`src/rtl/gb_bus_pkg.sv`:
```
// Shared definitions for the Game Boy style memory bus: register map defaults,
// OAM DMA FSM encoding and the source-page remap helper.
package gb_bus_pkg;

  localparam logic [15:0] DefDmaRegAddr = 16'hFF46;
  localparam logic [15:0] DefOamBase    = 16'hFE00;
  localparam int unsigned DefDmaLen     = 160;

  typedef enum logic [1:0] {
    StIdle  = 2'd0,
    StStart = 2'd1,
    StRead  = 2'd2,
    StWrite = 2'd3
  } dma_state_e;

  // Pages E0-FF alias the echo region onto C0-DF.
  function automatic logic [7:0] eff_src_hi(input logic [7:0] src_hi);
    if (src_hi >= 8'hE0) begin
      return src_hi - 8'h20;
    end
    return src_hi;
  endfunction

endpackage

```
`src/rtl/oam_dma_arbiter.sv`:
```
// OAM DMA engine sharing one memory bus with the CPU: copies DMA_LEN bytes from
// page {src_hi, 00} to OAM_BASE, stalling CPU traffic while it owns the bus.
module oam_dma_arbiter
  import gb_bus_pkg::*;
#(
  parameter logic [15:0] DMA_REG_ADDR = DefDmaRegAddr,
  parameter logic [15:0] OAM_BASE     = DefOamBase,
  parameter int unsigned DMA_LEN      = DefDmaLen
) (
  input  logic        clock,
  input  logic        reset,
  input  logic [15:0] cpu_addr,
  input  logic [7:0]  cpu_wdata,
  input  logic        cpu_re,
  input  logic        cpu_we,
  output logic [7:0]  cpu_rdata,
  output logic        cpu_stall,
  output logic [15:0] bus_addr,
  output logic [7:0]  bus_wdata,
  output logic        bus_re,
  output logic        bus_we,
  input  logic [7:0]  bus_rdata,
  output logic        dma_busy,
  output logic        dma_done
);

  localparam logic [7:0] LastIdx = 8'(DMA_LEN - 1);

  dma_state_e state_q, state_d;
  logic [7:0] src_hi_q, src_hi_d;
  logic [7:0] idx_q, idx_d;
  logic [7:0] data_q, data_d;
  logic       done_q, done_d;

  logic       reg_hit;
  logic       reg_wr;
  logic       reg_rd;
  logic       cpu_access;
  logic [7:0] src_eff;

  // Simultaneous re/we is a write, so a register hit with we set never reads.
  assign reg_hit    = (cpu_addr == DMA_REG_ADDR);
  assign cpu_access = cpu_re | cpu_we;
  assign reg_wr     = reg_hit & cpu_we;
  assign reg_rd     = reg_hit & cpu_re & ~cpu_we;
  assign src_eff    = eff_src_hi(src_hi_q);

  always_ff @(posedge clock or negedge reset) begin
    if (!reset) begin
      state_q  <= StIdle;
      src_hi_q <= 8'h00;
      idx_q    <= 8'h00;
      data_q   <= 8'h00;
      done_q   <= 1'b0;
    end else begin
      state_q  <= state_d;
      src_hi_q <= src_hi_d;
      idx_q    <= idx_d;
      data_q   <= data_d;
      done_q   <= done_d;
    end
  end

  always_comb begin
    state_d  = state_q;
    src_hi_d = src_hi_q;
    idx_d    = idx_q;
    data_d   = data_q;
    done_d   = 1'b0;
    unique case (state_q)
      StIdle: begin
        state_d = StIdle;
      end
      StStart: begin
        idx_d   = 8'h00;
        state_d = StRead;
      end
      StRead: begin
        data_d  = bus_rdata;
        state_d = StWrite;
      end
      StWrite: begin
        idx_d = idx_q + 8'h01;
        if (idx_q == LastIdx) begin
          state_d = StIdle;
          done_d  = 1'b1;
        end else begin
          state_d = StRead;
        end
      end
      default: state_d = StIdle;
    endcase
    // A trigger write restarts from any state and suppresses completion.
    if (reg_wr) begin
      src_hi_d = cpu_wdata;
      idx_d    = 8'h00;
      state_d  = StStart;
      done_d   = 1'b0;
    end
  end

  always_comb begin
    bus_addr  = cpu_addr;
    bus_wdata = cpu_wdata;
    bus_re    = cpu_re & ~cpu_we & ~reg_hit;
    bus_we    = cpu_we & ~reg_hit;
    dma_busy  = 1'b0;
    unique case (state_q)
      StIdle: begin
        dma_busy = 1'b0;
      end
      StStart: begin
        dma_busy  = 1'b1;
        bus_addr  = {src_eff, 8'h00};
        bus_wdata = data_q;
        bus_re    = 1'b0;
        bus_we    = 1'b0;
      end
      StRead: begin
        dma_busy  = 1'b1;
        bus_addr  = {src_eff, idx_q};
        bus_wdata = data_q;
        bus_re    = 1'b1;
        bus_we    = 1'b0;
      end
      StWrite: begin
        dma_busy  = 1'b1;
        bus_addr  = OAM_BASE + {8'h00, idx_q};
        bus_wdata = data_q;
        bus_re    = 1'b0;
        bus_we    = 1'b1;
      end
      default: dma_busy = 1'b0;
    endcase
  end

  assign cpu_stall = dma_busy & cpu_access & ~reg_hit;
  assign cpu_rdata = reg_rd ? src_hi_q : bus_rdata;
  assign dma_done  = done_q;

endmodule

```
`config.mk`:
```
export PLATFORM = sky130hd
export DESIGN_NAME = oam_dma_arbiter
export DESIGN_NICKNAME = d
export VERILOG_FILES = /design/src/rtl/gb_bus_pkg.sv /design/src/rtl/oam_dma_arbiter.sv
export SDC_FILE = /design/constraint.sdc
export NUM_CORES = 1
export LEC_CHECK = 0
export BUFFER_PORTS_ARGS = -buffer_cell sky130_fd_sc_hd__buf_2
export CORE_ASPECT_RATIO = 0.75
export CORE_UTILIZATION = 30
export CTS_BUF_LIST = sky130_fd_sc_hd__clkbuf_8
export DETAILED_ROUTE_END_ITERATION = 10
export PLACE_DENSITY_LB_ADDON = 0.12
export REMOVE_ABC_BUFFERS = 1
export SYNTH_ARGS = -nofsm -noshare
export SYNTH_HDL_FRONTEND = slang
export SYNTH_SLANG_ARGS = --single-unit
```
`constraint.sdc`:
```
create_clock -name clock -period 4.05 [get_ports clock]
set_input_delay 0.81 -clock clock [delete_from_list [all_inputs] [get_ports clock]]
set_output_delay 0.81 -clock clock [all_outputs]
set_load 0.01 [all_outputs]
```
==> impl_metrics.yaml <==
setup_path:
  cp.buffers_inverters: 2
  reg2reg_depth: 4
  cp_cell_sequence: "buf_2 > nand4bb_4 > nor4_4 > nand3b_4 > mux2_1 > buf_2"
  critPathKind: "input port to output port"
  path_common_cell: "buf_2"
  worst_setup_path_start_kind: "input port"
  critPathMaxStageDelay_ns: 0.53
  slowest_stage: "nor4_4"
  worstPathMaxFanout: 8
  reg2reg_to: "idx_q[7]"
  reg2reg_from: "state_q[1]"
  crit_required_ns: 3.24
  critPathTopFamily: "simple AND/OR/NAND/NOR gates"
  arrival_ns: 2.44
  end_kind: "output port"
  reg2reg_slack_ns: 2.37
routing:
  wl_per_cell_um: 15.48
  drc: 0
  vias_per_cell: 4.948
  drtIter0Drc: 70
  first_pass_iters: 4
  wl_mm: 5.030
  vias: 1608
  ant_nets: 0
grt:
  grt_pass1_vias: 1565
  gr-total-overflow: 0
  grt_pass1_wl_mm: 8.114
  grt_busiest_layer: "met2"
  gr-usage-met1_pct: 23.18
  met3_usage_pct: 4.276
  grt_max_degree: 28
  track_usage_pct: 16.28
  antenna_found_initial: 0
  grtUsageMet2_pct: 25.62
sta:
  fin_ws_ns: 0.8040
  timing.fmax_mhz: 308.1
  finalMaxSlewViolations: 0
  tns_ns: 0
  fin_crit_ns: 3.246
  worstMarginPinSlew_ns: 0.6703
  clock-skew-final_ns: 0.006125
  setup_viol_count_final: 0
  fin_crit_sh_pct: 80.15
  rsz0062_at_grt: "no"
  final_hold_viol_count: 0
  slew_headroom_pct: 55.32
worst_hold_path:
  worstHoldPathType: "flop to flop"
  hold_end: "data_q[2]"
  hold_depth: 1
  hp-start: "data_q[2]"
power_and_ir_drop:
  p_int_w: 0.0004581
  vdd_drop_max_mv: 0.1407
  power.switching_w: 0.0002078
  clockPowerShare_pct: 23.1
  leakage_nw: 1.137
  swShare_pct: 31.21
  pwr-share-comb_pct: 26.1
  power_frac_seq_pct: 50.8
  power_density_nw_per_um2: 286.8
layout:
  layout.nets: 286
  utilization_pct: 39.66
  area.growth.synth_to_final_pct: 26.69
  diodes: 0
  drive_above_1_share_pct: 48.99
  fin_cells: 325
clock_network:
  cts_setup_buffers: 0
  cts_hold_repair.buffers: 0
  cts.sinks: 27
  cts_root_buf: "clkbuf_8"
  tritoncts: "done"
  clock_insertion_delay_worst_skew_ns: 0.27
  numCtsBuffers: 3
  cts_buffer_depth: 2
  clk_pin_slew_ns: 0.09
  cts_resized: 0
  htreeDepth: 1
synth:
  synth_area_sq_um: 1833
  async_flop_share_pct: 100.0
  ys_seq_area_share_pct: 36.86
  synth.most_common_cell: "mux2_2"
  yosysTopAreaCell: "dfrtp_1"
  synth.area.top_cells: "dfrtp_1 (37%), mux2_2 (17%), mux2_4 (4.9%), nand2_1 (2.9%), a22o_1 (2.9%)"
  synth_ff_type: "dfrtp_1"
  synthTopCellsByCount: "mux2_2 (28), dfrtp_1 (27), nand2_1 (14)"
  synth_area_per_cell_sq_um: 10.47
  synth_cell_types: 41
  synth_top_area_share_pct: 36.86
  syn_inst: 175
  yosys_warnings: 0
  synth_edf_count: 0
  ys_seq_elements: 27
die:
  row_count: 24
  die_width_um: 92.26
  io-pin-count: 73
  coreArea_sq_um: 5856
  start_util_pct: 31.30
  die_height_um: 69.70
  die_area_sq_um: 6430
placed_design:
  portBuffers: 72
  placed_cells: 321
  gp_congestion: 0.7775
  place.detailed.hpwl_mm: 3.768
  dp_slack_ns: 0.7765
run:
  maxCapViolCount: 0
outcome:
  status: "finished, final reports clean"
stage by stage:
step / hold WS, ns / power (W) / instance area, sq um
2_1_floorplan: 0.4767 / 0.0004364 / 1782
3_3_place_gp: 0.4912 / 0.0005164 / 2277
3_5_place_dp: 0.4979 / 0.0005173 / 2277
4_1_cts: 0.5204 / 0.0006763 / 2322
5_1_grt: 0.5437 / 0.0007147 / 2322
6_report: 0.5146 / 0.0006659 / 2322
power by group through the flow:
stage               clock [W]  sequential (W)  combinational [W]
global placement            0        0.000343           0.000174
detailed placement          0        0.000342           0.000175
CTS                  0.000163        0.000337           0.000176
floorplan                   0        0.000330           0.000107
global route         0.000174        0.000345           0.000196
finish               0.000154        0.000338           0.000174
metal layers:
layer	routed length (um)	up-vias
li1	-	795
met3	239	2
met5	0	-
met2	2338	44
met4	18	0
met1	2433	767
state kept, by name (all words and copies together), names as in the netlist:
signal    cells
data_q        8
state_q       2
idx_q         8
dma_done      1
src_hi_q      8
how the worst max path moves through the flow:
stage | slack (ns) | end | from | cells after the start
final | 0.80 | cpu_rdata[5] | cpu_addr[0] | 6
after global routing | 0.69 | cpu_rdata[5] | cpu_addr[0] | 6
after CTS | 0.77 | cpu_rdata[5] | cpu_addr[0] | 6
after detailed placement | 0.78 | cpu_rdata[5] | cpu_addr[0] | 6
after global placement | 0.83 | cpu_rdata[5] | cpu_addr[0] | 6
after floorplan | 1.22 | cpu_rdata[5] | cpu_addr[0] | 4
cells in the final DEF, fill, tap and decap left out, types with 2 or more instances in the layout:
cell type / synthesis / layout
nor2_1: 7 / 7
nand3_1: 8 / 8
clkbuf_8: 0 / 3
and2_1: 2 / 2
inv_1: 4 / 5
a21oi_1: 9 / 9
nor2_2: 2 / 2
a211oi_1: 3 / 3
mux2_4: 6 / 6
o22a_1: 4 / 4
buf_4: 0 / 5
a22o_1: 6 / 6
nand2b_1: 5 / 5
nand4_1: 2 / 2
or4_1: 2 / 2
o21ai_0: 7 / 7
ha_1: 2 / 2
nor2b_1: 3 / 3
mux2_2: 28 / 28
dfrtp_1: 27 / 27
o211ai_1: 2 / 2
buf_2: 2 / 72
a31oi_1: 3 / 3
and3_1: 4 / 4
nand2_1: 14 / 14
final cells by class:
cell class                 count  area (sq um)
clock buffer                   3         41.29
clock inverter                 1         3.754
fill                         611          3533
inverter                       5         18.77
multi-input combinational    134          1087
sequential                    27         675.6
tap                           78         97.59
timing repair buffer          77         397.9
cell families after synthesis:
family | synth area share, %
buffers and inverters | 3.822
adder cells (fa/ha/maj) | 1.365
multiplexers | 23.28
flip-flops | 36.86
AO/OA/AOI/OAI | 12.97
AND/OR/NAND/NOR | 21.71
(Power assumes the default switching activity.)
